<file path="src/rtl/freq_meter_pkg.sv">
`default_nettype none
// +----------------------------------------------------------------------------+
// | Package   : freq_meter_pkg                                                 |
// | Purpose   : Shared types and default constants for the gated frequency     |
// |             meter: FSM state encoding, default reference clock and gate    |
// |             rate, result width and a gate-length helper.                   |
// | Revision  : 1.0  initial release                                           |
// +----------------------------------------------------------------------------+
package freq_meter_pkg;

   // Measurement controller states.
   typedef enum logic [1:0] {
      IDLE  = 2'd0,
      GATE  = 2'd1,
      LATCH = 2'd2
   } state_t;

   localparam int unsigned CLK_REF_DEF = 50_000_000;
   localparam int unsigned GATE_HZ_DEF = 1_000;
   localparam int unsigned FREQ_W      = 32;

   // Number of clk_en-qualified cycles in one gate window.
   function automatic int unsigned gate_cycles(input int unsigned clk_ref,
                                               input int unsigned gate_hz);
      return clk_ref / gate_hz;
   endfunction

endpackage : freq_meter_pkg
`default_nettype wire

</file>
<file path="src/rtl/freq_meter_if.sv">
`default_nettype none
// +----------------------------------------------------------------------------+
// | Interface : freq_meter_if                                                  |
// | Purpose   : Bundles the control inputs and measurement results of the      |
// |             frequency meter.                                               |
// | Signals   : clk_en      cycle qualifier                                    |
// |             run         level, measure continuously while high             |
// |             sig_in      asynchronous signal under measurement              |
// |             relax_freq  last measured frequency in Hz (FREQ_W bits)        |
// |             work        result comes from an uninterrupted window          |
// |             ovf         last window saturated counter or product           |
// |             no_sig      last window counted zero edges                     |
// | Modports  : master - stimulus / consumer side                              |
// |             slave  - meter side                                            |
// | Revision  : 1.0  initial release                                           |
// +----------------------------------------------------------------------------+
interface freq_meter_if;
   import freq_meter_pkg::*;

   logic              clk_en;
   logic              run;
   logic              sig_in;
   logic [FREQ_W-1:0] relax_freq;
   logic              work;
   logic              ovf;
   logic              no_sig;

   modport master (
      output clk_en,
      output run,
      output sig_in,
      input  relax_freq,
      input  work,
      input  ovf,
      input  no_sig
   );

   modport slave (
      input  clk_en,
      input  run,
      input  sig_in,
      output relax_freq,
      output work,
      output ovf,
      output no_sig
   );

endinterface : freq_meter_if
`default_nettype wire

</file>
<file path="src/rtl/freq_meter_edge_sync.sv">
`default_nettype none
// +----------------------------------------------------------------------------+
// | Module    : edge_sync                                                      |
// | Purpose   : Two-flop synchronizer followed by a one-flop rising-edge       |
// |             detector. Every flop advances only on clk_en-high cycles, so   |
// |             a frozen stretch neither loses nor repeats an edge.            |
// | Ports     : clk       clock                                                |
// |             reset_l   synchronous active-high reset                        |
// |             clk_en    cycle qualifier                                      |
// |             sig_in    asynchronous input                                   |
// |             edge_det  one-cycle rising-edge indication (combinational)     |
// | Revision  : 1.0  initial release                                           |
// +----------------------------------------------------------------------------+
module edge_sync
   import freq_meter_pkg::*;
(
   input  wire logic clk,
   input  wire logic reset_l,
   input  wire logic clk_en,
   input  wire logic sig_in,
   output logic      edge_det
);

   logic sync_1;
   logic sync_2;
   logic prev;

   always_ff @(posedge clk) begin
      if (reset_l) begin
         sync_1 <= 1'b0;
         sync_2 <= 1'b0;
         prev   <= 1'b0;
      end else if (clk_en) begin
         sync_1 <= sig_in;
         sync_2 <= sync_1;
         prev   <= sync_2;
      end
   end

   // Held steady while clk_en is low, but the consumer also only acts on
   // enabled cycles, so a frozen edge is counted exactly once.
   assign edge_det = sync_2 & ~prev;

endmodule : edge_sync
`default_nettype wire

</file>
<file path="src/rtl/freq_meter.sv">
`default_nettype none
// +----------------------------------------------------------------------------+
// | Module    : freq_meter                                                     |
// | Purpose   : Gated frequency meter. Counts rising edges of sig_in over a    |
// |             window of CLK_REF/GATE_HZ enabled cycles, then scales the      |
// |             count by GATE_HZ to report Hz. Windows repeat back-to-back     |
// |             while run is high, with one dead (latch) cycle between them.   |
// | Params    : CLK_REF  reference clock frequency in Hz                       |
// |             GATE_HZ  gate rate in Hz                                       |
// |             W_EDGE   edge counter width                                    |
// | Ports     : clk      clock                                                 |
// |             reset_l  synchronous active-high reset                         |
// |             bus      freq_meter_if.slave (clk_en, run, sig_in in;          |
// |                      relax_freq, work, ovf, no_sig out)                    |
// | Revision  : 1.0  initial release                                           |
// +----------------------------------------------------------------------------+
module freq_meter
   import freq_meter_pkg::*;
#(
   parameter int unsigned CLK_REF = CLK_REF_DEF,
   parameter int unsigned GATE_HZ = GATE_HZ_DEF,
   parameter int unsigned W_EDGE  = 20
) (
   input  wire logic    clk,
   input  wire logic    reset_l,
   freq_meter_if.slave  bus
);

   localparam int unsigned GATE_CYC = gate_cycles(CLK_REF, GATE_HZ);
   localparam int unsigned GATE_W   = (GATE_CYC > 1) ? $clog2(GATE_CYC) : 1;
   localparam int unsigned PROD_W   = FREQ_W + W_EDGE;

   localparam logic [GATE_W-1:0] GATE_LAST = GATE_W'(GATE_CYC - 1);
   localparam logic [W_EDGE-1:0] EDGE_MAX  = '1;
   localparam logic [PROD_W-1:0] HZ_EXT    = PROD_W'(GATE_HZ);

   state_t              state;
   state_t              state_nxt;

   logic                cnt_clear;
   logic                cnt_step;
   logic                latch_now;
   logic                abort_now;

   logic [GATE_W-1:0]   gate_cnt;
   logic [W_EDGE-1:0]   edge_cnt;
   logic                sat;
   logic                edge_det;

   logic [PROD_W-1:0]   product;
   logic                prod_sat;

   logic [FREQ_W-1:0]   freq_reg;
   logic                work_reg;
   logic                ovf_reg;
   logic                no_sig_reg;

   // ---------------------------------------------------------------------
   // Input conditioning
   // ---------------------------------------------------------------------
   edge_sync u_edge_sync (
      .clk      (clk),
      .reset_l  (reset_l),
      .clk_en   (bus.clk_en),
      .sig_in   (bus.sig_in),
      .edge_det (edge_det)
   );

   // ---------------------------------------------------------------------
   // FSM state register
   // ---------------------------------------------------------------------
   always_ff @(posedge clk) begin
      if (reset_l) begin
         state <= IDLE;
      end else begin
         state <= state_nxt;
      end
   end

   // ---------------------------------------------------------------------
   // FSM next state and per-cycle controls. Nothing moves on a disabled
   // cycle, so every control defaults to inactive.
   // ---------------------------------------------------------------------
   always_comb begin
      state_nxt = state;
      cnt_clear = 1'b0;
      cnt_step  = 1'b0;
      latch_now = 1'b0;
      abort_now = 1'b0;

      if (bus.clk_en) begin
         unique case (state)
            IDLE: begin
               cnt_clear = 1'b1;
               if (bus.run) begin
                  state_nxt = GATE;
               end
            end

            GATE: begin
               if (!bus.run) begin
                  // Abort wins even on the final gate cycle: the partial
                  // window is discarded and the last result is kept.
                  state_nxt = IDLE;
                  cnt_clear = 1'b1;
                  abort_now = 1'b1;
               end else begin
                  cnt_step = 1'b1;
                  if (gate_cnt == GATE_LAST) begin
                     state_nxt = LATCH;
                  end
               end
            end

            LATCH: begin
               // The dead cycle: result is published and counters restart,
               // so an edge arriving now belongs to neither window.
               latch_now = 1'b1;
               cnt_clear = 1'b1;
               state_nxt = bus.run ? GATE : IDLE;
            end

            default: begin
               state_nxt = IDLE;
               cnt_clear = 1'b1;
            end
         endcase
      end
   end

   // ---------------------------------------------------------------------
   // Gate and edge counters
   // ---------------------------------------------------------------------
   always_ff @(posedge clk) begin
      if (reset_l) begin
         gate_cnt <= '0;
         edge_cnt <= '0;
         sat      <= 1'b0;
      end else if (cnt_clear) begin
         gate_cnt <= '0;
         edge_cnt <= '0;
         sat      <= 1'b0;
      end else if (cnt_step) begin
         gate_cnt <= gate_cnt + 1'b1;
         if (edge_det) begin
            // Hold at full scale and remember that edges were lost.
            if (edge_cnt == EDGE_MAX) begin
               sat <= 1'b1;
            end else begin
               edge_cnt <= edge_cnt + 1'b1;
            end
         end
      end
   end

   // ---------------------------------------------------------------------
   // Scaling: count * GATE_HZ in a wide intermediate, clamped to 32 bits.
   // ---------------------------------------------------------------------
   assign product  = PROD_W'(edge_cnt) * HZ_EXT;
   assign prod_sat = |product[PROD_W-1:FREQ_W];

   // ---------------------------------------------------------------------
   // Result registers
   // ---------------------------------------------------------------------
   always_ff @(posedge clk) begin
      if (reset_l) begin
         freq_reg   <= '0;
         work_reg   <= 1'b0;
         ovf_reg    <= 1'b0;
         no_sig_reg <= 1'b0;
      end else if (latch_now) begin
         freq_reg   <= prod_sat ? {FREQ_W{1'b1}} : product[FREQ_W-1:0];
         ovf_reg    <= sat | prod_sat;
         no_sig_reg <= (edge_cnt == '0);
         work_reg   <= 1'b1;
      end else if (abort_now) begin
         // Keep the stale reading visible but flag it as interrupted.
         work_reg   <= 1'b0;
      end
   end

   assign bus.relax_freq = freq_reg;
   assign bus.work       = work_reg;
   assign bus.ovf        = ovf_reg;
   assign bus.no_sig     = no_sig_reg;

endmodule : freq_meter
`default_nettype wire

</file>
<file path="src/flat_wrapper.sv">
// flat-port wrapper written by rule: the top's interface ports become plain ports
module freq_meter_flat import freq_meter_pkg::*;
#(
   parameter int unsigned CLK_REF = CLK_REF_DEF,
   parameter int unsigned GATE_HZ = GATE_HZ_DEF,
   parameter int unsigned W_EDGE  = 20
)
  (clk, reset_l, bus_clk_en, bus_run, bus_sig_in, bus_relax_freq, bus_work, bus_ovf, bus_no_sig);
  freq_meter_if bus_i ();
  input  wire logic clk;
  input  wire logic reset_l;
  input wire logic [$bits(bus_i.clk_en)-1:0] bus_clk_en;
  input wire logic [$bits(bus_i.run)-1:0] bus_run;
  input wire logic [$bits(bus_i.sig_in)-1:0] bus_sig_in;
  output wire logic [$bits(bus_i.relax_freq)-1:0] bus_relax_freq;
  output wire logic [$bits(bus_i.work)-1:0] bus_work;
  output wire logic [$bits(bus_i.ovf)-1:0] bus_ovf;
  output wire logic [$bits(bus_i.no_sig)-1:0] bus_no_sig;
  assign bus_i.clk_en = bus_clk_en;
  assign bus_i.run = bus_run;
  assign bus_i.sig_in = bus_sig_in;
  assign bus_relax_freq = bus_i.relax_freq;
  assign bus_work = bus_i.work;
  assign bus_ovf = bus_i.ovf;
  assign bus_no_sig = bus_i.no_sig;
  freq_meter #(.CLK_REF(CLK_REF), .GATE_HZ(GATE_HZ), .W_EDGE(W_EDGE)) u_core (.clk(clk), .reset_l(reset_l), .bus(bus_i));
endmodule
</file>
<file path="config.mk">
export PLATFORM = sky130hd
export DESIGN_NAME = freq_meter_flat
export DESIGN_NICKNAME = d
export VERILOG_FILES = /design/src/rtl/freq_meter_pkg.sv /design/src/rtl/freq_meter_if.sv /design/src/rtl/freq_meter_edge_sync.sv /design/src/rtl/freq_meter.sv /design/src/flat_wrapper.sv
export SDC_FILE = /design/constraint.sdc
export NUM_CORES = 1
export LEC_CHECK = 0
export ABC_AREA = 1
export BUFFER_PORTS_ARGS = -buffer_cell sky130_fd_sc_hd__buf_4
export CORE_MARGIN = 8
export CORE_UTILIZATION = 68
export CTS_BUF_LIST = sky130_fd_sc_hd__clkbuf_8 sky130_fd_sc_hd__clkbuf_16
export DETAILED_ROUTE_END_ITERATION = 8
export GPL_ROUTABILITY_DRIVEN = 1
export PLACE_DENSITY_LB_ADDON = 0.1
export SYNTH_ARGS = -nofsm -noshare
export SYNTH_HDL_FRONTEND = slang
export SYNTH_SLANG_ARGS = --single-unit
</file>
<file path="constraint.sdc">
create_clock -name clk -period 10.4 [get_ports clk]
set_input_delay 1.04 -clock clk [delete_from_list [all_inputs] [get_ports clk]]
set_output_delay 1.04 -clock clk [all_outputs]
set_load 0.02 [all_outputs]
</file>
Word level (Yosys, flattened, before mapping):

Cells that the tools add are included.

* logic and storage cells: 47
* bits of input ports: 5
* register bits: 72
* output and inout bits: 35

* $mul: 1
* muxes and demuxes: 17
* reduce and logical (&&, ||, !) cells: 7
* add/subtract/negate cells: 2
* equal/unequal tests: 6
* bitwise gates (word level): 3

Operators by type and width (count)
* 20-bit by 7-bit multiplier with 27-bit output (second input constant): 1
* 20-bit by 1-bit adder with 20-bit output (second input constant): 1
* 20-bit == test (second input constant): 1
* 20-bit zero test: 1
* 16-bit by 1-bit adder with 16-bit output (second input constant): 1
* 16-bit == test (second input constant): 1
* 1-bit two-way mux: 13
* 3-bit AND reduction: 3
* 2-bit two-way mux: 3
* 2-bit case mux with 3 select lines: 1
* 3-bit by 2-bit != test with 1-bit output (second input constant): 1
* 2-bit by 1-bit == test with 1-bit output (second input constant): 1
* 2-bit == test (second input constant): 1
* 2-bit zero test: 1
* 2-bit != test (second input constant): 1
* 1-bit inverter: 2
* 2-bit nonzero test: 1
* 2-bit OR reduction: 1
* 1-bit bitwise AND: 1

Logic depth before layout (Yosys ltp):

Gate-level depths: netlist of run 1.

* word-level depth: 5
* depth in mapped cells: 22
* mapped depth without buffers: 22

By module:

A second synthesis of run 1 with hierarchy kept.

* cells, all modules: 1027
* area total of the unflattened synthesis: 7302.0 sq um

Modules (own cells, without submodules)
* freq_meter: area each 7178.1 sq um, cells an instance 1007, times used 1, sequential area each 1381.3 sq um
* edge_sync: area each 123.9 sq um, cells an instance 20, times used 1, sequential area each 60.1 sq um

Least setup slack after synthesis of run 1:

OpenSTA, ideal clock, no wires.

* kind: register -> register
* start point: register u_core.edge_cnt[7]
* end point: register u_core.freq_reg[22] (netlist: u_core.bus.relax_freq[22])
* setup slack: 6.587 ns
* period minus slack after synthesis: 3.813 ns
* path buffers: 0
* library setup time: 0.109 ns
* stages on the path, launching flop included: 18
* arrival: 3.704 ns
* required time: 10.291 ns
* path through: dfxtp_1 -> inv_1 -> fa_1 -> fa_1 -> fa_1 -> fa_1 -> inv_1 -> ha_1 -> nand2_1 -> inv_1 -> a21oi_1 -> nor2_1 -> nor2_1 -> nand2_1 -> nand2_1 -> nand3_1 -> nand2_1 -> inv_1

* cells in the longest elaborated chain, start to end: 1

Ends and longest elaborated chain
* start: declaration: line freq_meter.sv:46 `logic [W_EDGE-1:0] edge_cnt;`
* start signal: assignment: line freq_meter.sv:150 `edge_cnt <= edge_cnt + 1'b1;`
* 20-bit by 7-bit multiplier with 27-bit output: line freq_meter.sv:159 `assign product = PROD_W'(edge_cnt) * HZ_EXT;`
* end signal: assignment: line freq_meter.sv:172 `freq_reg <= prod_sat ? {FREQ_W{1'b1}} : product[FREQ_W-1:0];`
* end: declaration: line freq_meter.sv:53 `logic [FREQ_W-1:0] freq_reg;`

No other way between the ends.
A chain may end at the register's enable or synchronous reset.

Worst setup path after layout of run 1:

* start point: register u_core.edge_cnt[2]
* end point: register u_core.freq_reg[23] (netlist: u_core.bus.relax_freq[23])

Same word-level chain as after synthesis.

==> results_dict.tcl, run 1 <==
set metrics [dict create \
    cts.sinks 72 \
    finalWeightedCongestion 1.008 \
    antenna_found_initial 0 \
    n_antenna_cell 0 \
    cts_tree "done" \
    drive_gt1_share_pct 6.310 \
    multi_input_area_mm2 0.004853 \
    timing.final.crit_share_pct 41.93 \
    track_usage_pct 25.88 \
    start_util_pct 69.74 \
    netlist_instances 1009 \
    r2r_cells 16 \
    post_cts_resized 0 \
    synthFlopType "dfxtp_1" \
    intPower_uw 437.3 \
    async_flop_share_pct 0 \
    grt_first_pass_wirelength_mm 29.64 \
    n_fill_cell 819 \
    largest_reg_flops 27 \
    hold_depth 2 \
    ys_seq_elements 72 \
    cp_data_required_time_ns 10.67 \
    combPwrFrac_pct 8.9 \
    vias 6334 \
    synth_top_area_share_pct 20.02 \
    p_sw_uw 159.9 \
    setup_tns_ns 0 \
    cts_buffer_depth 2 \
    wl_per_cell_um 14.82 \
    die-width_um 118.9 \
    syn_area_mm2 0.007199 \
    clkTransAtPathRegs_ns 0.09 \
    root_buffer "clkbuf_8" \
    worstSetupPathType "flip-flop to flip-flop" \
    hp-start "u_core.u_edge_sync.prev$_SDFFE_PP0P_" \
    ys_seq_area_share_pct 20.02 \
    nets 1188 \
    ctsHoldBuffers 0 \
    p_seq_share_pct 48.3 \
    min_period_ns 4.361 \
    grt_max_degree 41 \
    synth_edf_count 0 \
    report.final.hold_viol_count 0 \
    crit_path_end_kind "flip-flop" \
    viasPerCell 5.359 \
    numCtsBuffers 9 \
    avgSynthCellArea_um2 7.135 \
    die_y_um 118.9 \
    r2r-start "u_core.edge_cnt[2]$_SDFFE_PP0P_" \
    crit_arrival_ns 4.63 \
    min_to "u_core.u_edge_sync.prev$_SDFFE_PP0P_" \
    route.detailed.drc 0 \
    setup_viol 0 \
    yosysMostFrequentCell "nand2_1" \
    dieArea_mm2 0.01414 \
    crit_fanout 6 \
    area_growth_pct 8.081 \
    grt_pass1_vias 6176 \
    seq_area_mm2 0.001441 \
    io_buffers 34 \
    drt-total-wl_mm 17.52 \
    synth_cell_types 36 \
    rr_endpoint "u_core.bus.relax_freq[23]$_SDFFE_PP0P_" \
    r2r_slack_ns 6.04 \
    synth_area_leaders "dfxtp_1, fa_1, ha_1" \
    core_mm2 0.01032 \
    detail-route-antenna-nets 0 \
    drtIter0Drc 459 \
    synth_common_cells "nand2_1, inv_1, nor2_1" \
    grt-ovfl-total 0 \
    sw_frac_of_total_pct 26.77 \
    status "complete, no violations" \
    hpwl_mm 13.81 \
    clk_latency_ns 0.37 \
    yosysTopAreaCell "dfxtp_1" \
    clock_power_share_pct 42.8 \
    rsz0062_at_grt "no" \
    num_rows 37 \
    num_io_pins 40 \
    ir_drop_v 0.00006442 \
    cellPowerDensity_mw_per_mm2 76.75 \
    clock_skew_ns 0.01187 \
    h-tree-depth 3 \
    p_total_uw 597.2 \
    yosys_warnings 0 \
    maxCapViolations 0 \
    clock.fmax_mhz 229.3 \
    start_kind "flip-flop" \
    p_leak_uw 0.003926 \
    firstDrtPassIters 7 \
    slew_violations 0 \
    min-delay-path-class "flip-flop to flip-flop" \
    cts_setup_buffers 0 \
]
-- logic make-up (layout without fill, tap and decap cells) --
kind of cell / count (synthesis) / count (layout) / share of synthesized area [%]
compound gates: 89 / 89 / 6.483
xor+xnor: 23 / 23 / 2.798
fa+ha+maj: 142 / 142 / 31.98
buf+inv: 239 / 272 / 12.86
flops: 72 / 72 / 20.02
other cells: 1 / 5 / 0.05209
simple gates: 443 / 443 / 25.81
-- metal layers --
layer | track usage (%) | part of all wire (%)
met5 | 0 | 0
met4 | 10.91 | 3.3
met3 | 6.424 | 7.5
met2 | 40.48 | 44
met1 | 33.57 | 45
-- critical path, cell delays in order (launching register included) --
cell and delay, ns:
dfxtp_1 0.49, inv_1 0.21, fa_1 0.61, fa_1 0.45, fa_1 0.49, fa_1 0.53, inv_1 0.04, ha_1 0.35
nand2_1 0.12, nor2_1 0.25, nand3_1 0.12, nand3_1 0.15, nand2_1 0.10, nand3_1 0.08, nand2_1 0.05, nor2_1 0.15
nor2_1 0.06
-- cell usage in the layout, fill, tap and decap left out, drive strengths merged, types with 19 or more instances in the layout --
cell and n:
nand2 236, o21ai 33, fa 70, nor2 109, inv 222, xor2 19
nor3 23, dfxtp 72, buf 36, ha 72, nand3 53, a21oi 48
-- power by group through the flow --
stage	sequential, uW	clock [uW]	combinational (uW)
detailed placement	295	0	53.4
CTS	289	256	53.7
finish	289	255	53.3
floorplan	302	0	28.0
global route	290	268	59.5
global placement	295	0	52.8
-- metrics by stage --
step | cell area, um2 | worst slack (ns) | cells | util, % | hold slack (ns)
6_report | 7781 | 6.039 | 1182 | 75.37 | 0.4851
5_1_grt | 7781 | 5.801 | 1182 | 75.37 | 0.5121
4_1_cts | 7781 | 6.058 | 1182 | 75.37 | 0.4821
3_5_place_dp | 7561 | 6.099 | 1166 | 73.24 | 0.4614
3_3_place_gp | 7561 | 6.152 | 1166 | 73.24 | 0.4614
2_1_floorplan | 7214 | 6.587 | 1013 | - | 0.4410
-- how the worst max path moves through the flow --
stage / from / to
6_report: u_core.edge_cnt[2]$_SDFFE_PP0P_ / u_core.bus.relax_freq[23]$_SDFFE_PP0P_
5_1_grt: u_core.edge_cnt[17]$_SDFFE_PP0P_ / u_core.bus.relax_freq[24]$_SDFFE_PP0P_
4_1_cts: u_core.edge_cnt[2]$_SDFFE_PP0P_ / u_core.bus.relax_freq[23]$_SDFFE_PP0P_
3_5_place_dp: u_core.edge_cnt[2]$_SDFFE_PP0P_ / u_core.bus.relax_freq[23]$_SDFFE_PP0P_
3_3_place_gp: u_core.edge_cnt[2]$_SDFFE_PP0P_ / u_core.bus.relax_freq[23]$_SDFFE_PP0P_
2_1_floorplan: u_core.edge_cnt[7]$_SDFFE_PP0P_ / u_core.bus.relax_freq[22]$_SDFFE_PP0P_
-- final cells by class --
class / count / share of cell area, %
clock inverters: 7 / 1.238
well taps: 136 / 2.187
multi-input cells: 702 / 62.37
repair buffers: 36 / 3.473
flip-flops and latches: 72 / 18.52
inverters: 220 / 10.61
clock buffers: 9 / 1.592
No activity file was read; power rests on OpenSTA's default activity.
==> run 2: changes to the inputs <==
--- a/config.mk
+++ b/config.mk
@@ -8,7 +8,7 @@
 export ABC_AREA = 1
 export BUFFER_PORTS_ARGS = -buffer_cell sky130_fd_sc_hd__buf_4
 export CORE_MARGIN = 8
-export CORE_UTILIZATION = 68
+export CORE_UTILIZATION = 63
 export CTS_BUF_LIST = sky130_fd_sc_hd__clkbuf_8 sky130_fd_sc_hd__clkbuf_16
 export DETAILED_ROUTE_END_ITERATION = 8
 export GPL_ROUTABILITY_DRIVEN = 1
==> constraint.sdc (replaced) <==
create_clock -name clk -period 4.27 [get_ports clk]
set_input_delay 0.427 -clock clk [delete_from_list [all_inputs] [get_ports clk]]
set_output_delay 0.427 -clock clk [all_outputs]
set_load 0.02 [all_outputs]
==> results_dict.tcl, run 2 (synthesized netlist as in run 1, its figures left out) <==
set metrics [dict create \
    status "complete, no violations" \
    route.detailed.drc 0 \
    hpwl_mm 13.87 \
    root_buffer "clkbuf_16" \
    largest_reg_flops 27 \
    firstDrtPassIters 5 \
    die_y_um 122.9 \
    drtIter0Drc 381 \
    setup_viol 0 \
    slew_headroom_pct 64.97 \
    hold_depth 3 \
    cts_buffer_depth 2 \
    die-width_um 122.9 \
    io_buffers 34 \
    p_sw_uw 408.3 \
    cts_tree "done" \
    crit_chain "inv_2 -> fa_1 -> fa_1 -> inv_1 -> fa_1 -> inv_1 -> fa_1 -> inv_1 -> ha_1 -> nand2_1 -> nor2_2 -> inv_1 -> nor3_1 -> nand2_1 -> nand3_1 -> nand2_1 -> nor2_1 -> nor2_1" \
    layout_commonest_cell "nand2_1" \
    path_depth 18 \
    maxCapViolations 0 \
    p_total_uw 1670 \
    worstSetupPathType "flip-flop to flip-flop" \
    placed_area_mm2 0.007682 \
    finalWeightedCongestion 0.9085 \
    crit_path_end_kind "flip-flop" \
    grt_first_pass_wirelength_mm 28.68 \
    wl_per_cell_um 14.49 \
    track_usage_pct 24.40 \
    min_period_ns 4.082 \
    clock_power_share_pct 50.0 \
    clk_latency_ns 0.35 \
    area_growth_pct 13.12 \
    slew_violations 0 \
    cpPeakStageDelay_ns 0.52 \
    timing.final.crit_share_pct 95.59 \
    crit_family "adder cells" \
    detail-route-antenna-nets 0 \
    crit_path_top_delay_cell "fa_1" \
    numCtsBuffers 9 \
    grt-ovfl-total 0 \
    report.final.hold_viol_count 0 \
    cp_data_required_time_ns 4.51 \
    crit_fanout 5 \
    core_mm2 0.01127 \
    final_cell_area_mm2 0.008144 \
    num_rows 39 \
    crit_arrival_ns 4.32 \
    clock_skew_ns 0.008068 \
    grt_pass1_vias 5943 \
    final_cell_mix "nand2_1, inv_1, nor2_1, fa_1, ha_1" \
    start_util_pct 63.87 \
    min-delay-path-class "input port to flip-flop" \
    combPwrFrac_pct 7.8 \
    nets 1208 \
    p_seq_share_pct 42.2 \
    drive_gt1_share_pct 11.63 \
    worst_slew_pin_slew_ns 0.5248 \
    cts.sinks 72 \
    num_io_pins 40 \
    ctsHoldBuffers 0 \
    r2r_cells 18 \
    grt_max_degree 39 \
    n_antenna_cell 0 \
    h-tree-depth 3 \
    clkTransAtPathRegs_ns 0.06 \
    vias 6186 \
    clock.fmax_mhz 245.0 \
    crit_buf_inv 5 \
    dieArea_mm2 0.01510 \
    ir_drop_v 0.0002197 \
    drt-total-wl_mm 17.52 \
    viasPerCell 5.117 \
    p_leak_uw 0.004075 \
    antenna_found_initial 0 \
    intPower_uw 1262 \
    start_kind "flip-flop" \
    cellPowerDensity_mw_per_mm2 205.1 \
    sw_frac_of_total_pct 24.44 \
]
run 2: changes by cell type in the layout (fill, tap and decap cells not counted), sizes merged:
cell / delta
buf: +20
clkbuf: +1
clkinv: +1
inv: -2
run 2: layout make-up:
| class | instances | area (um2) |
|---|---|---|
| Clock buffer | 10 | 239.0 |
| Timing Repair Buffer | 56 | 420.4 |
| Clock inverter | 6 | 82.58 |
| Tap cell | 143 | 178.9 |
| Sequential cell | 72 | 1454 |
| Inverter | 220 | 833.3 |
| Fill cell | 976 | 3128 |
| Multi-Input combinational cell | 702 | 4936 |
run 2: per-layer routing:
metal / up-vias / routed length (um) / track usage, % / part of all wire (%)
met4: 0 / 522 / 10.21 / 3.0
li1: 3193 / - / - / -
met1: 2828 / 8334 / 32.73 / 48
met2: 132 / 7790 / 38.77 / 44
met3: 33 / 877 / 3.607 / 5.0
met5: - / 0 / 0 / 0
run 2: worst paths after layout:
kind	slack, ns	end	start
setup / recovery	0.19	u_core.bus.relax_freq[23]$_SDFFE_PP0P_	u_core.edge_cnt[12]$_SDFFE_PP0P_
hold / removal	0.31	u_core.u_edge_sync.sync_1$_SDFFE_PP0P_	bus_sig_in
setup reg to reg	0.19	u_core.bus.relax_freq[23]$_SDFFE_PP0P_	u_core.edge_cnt[12]$_SDFFE_PP0P_
hold reg to reg	0.47	u_core.bus.work$_SDFFE_PP0P_	u_core.bus.work$_SDFFE_PP0P_
run 2: metrics by stage:
stage,util (%),setup TNS (ns),hold slack [ns],instances,setup slack [ns]
floorplan,-,0,0.4410,1013,0.4572
global placement,68.15,0,0.4624,1188,0.01206
detailed placement,68.15,0,0.4638,1188,0.009668
CTS,71.03,0,0.2976,1204,0.06182
global route,72.25,-0.06658,0.3233,1209,-0.05855
finish,72.25,0,0.3052,1209,0.1884
run 2: repair_timing:
action	CTS	global route
resized for setup	1	42
buffers inserted	0	5
endpoints found under the setup margin	1	17
pin swaps	0	2
run 2: tightest hold or removal path: stages:
cell and delay (ns):
buf_4 0.07, nor2_1 0.03, nor2_1 0.08
run 2: power by group through the flow:
| stage | Clock [uW] | Sequential (uW) | Combinational [uW] |
|---|---|---|---|
| after global routing | 872 | 707 | 145 |
| after floorplan | 0 | 736 | 68.1 |
| after global placement | 0 | 719 | 130 |
| after CTS | 842 | 704 | 131 |
| final | 836 | 704 | 130 |
| after detailed placement | 0 | 719 | 130 |
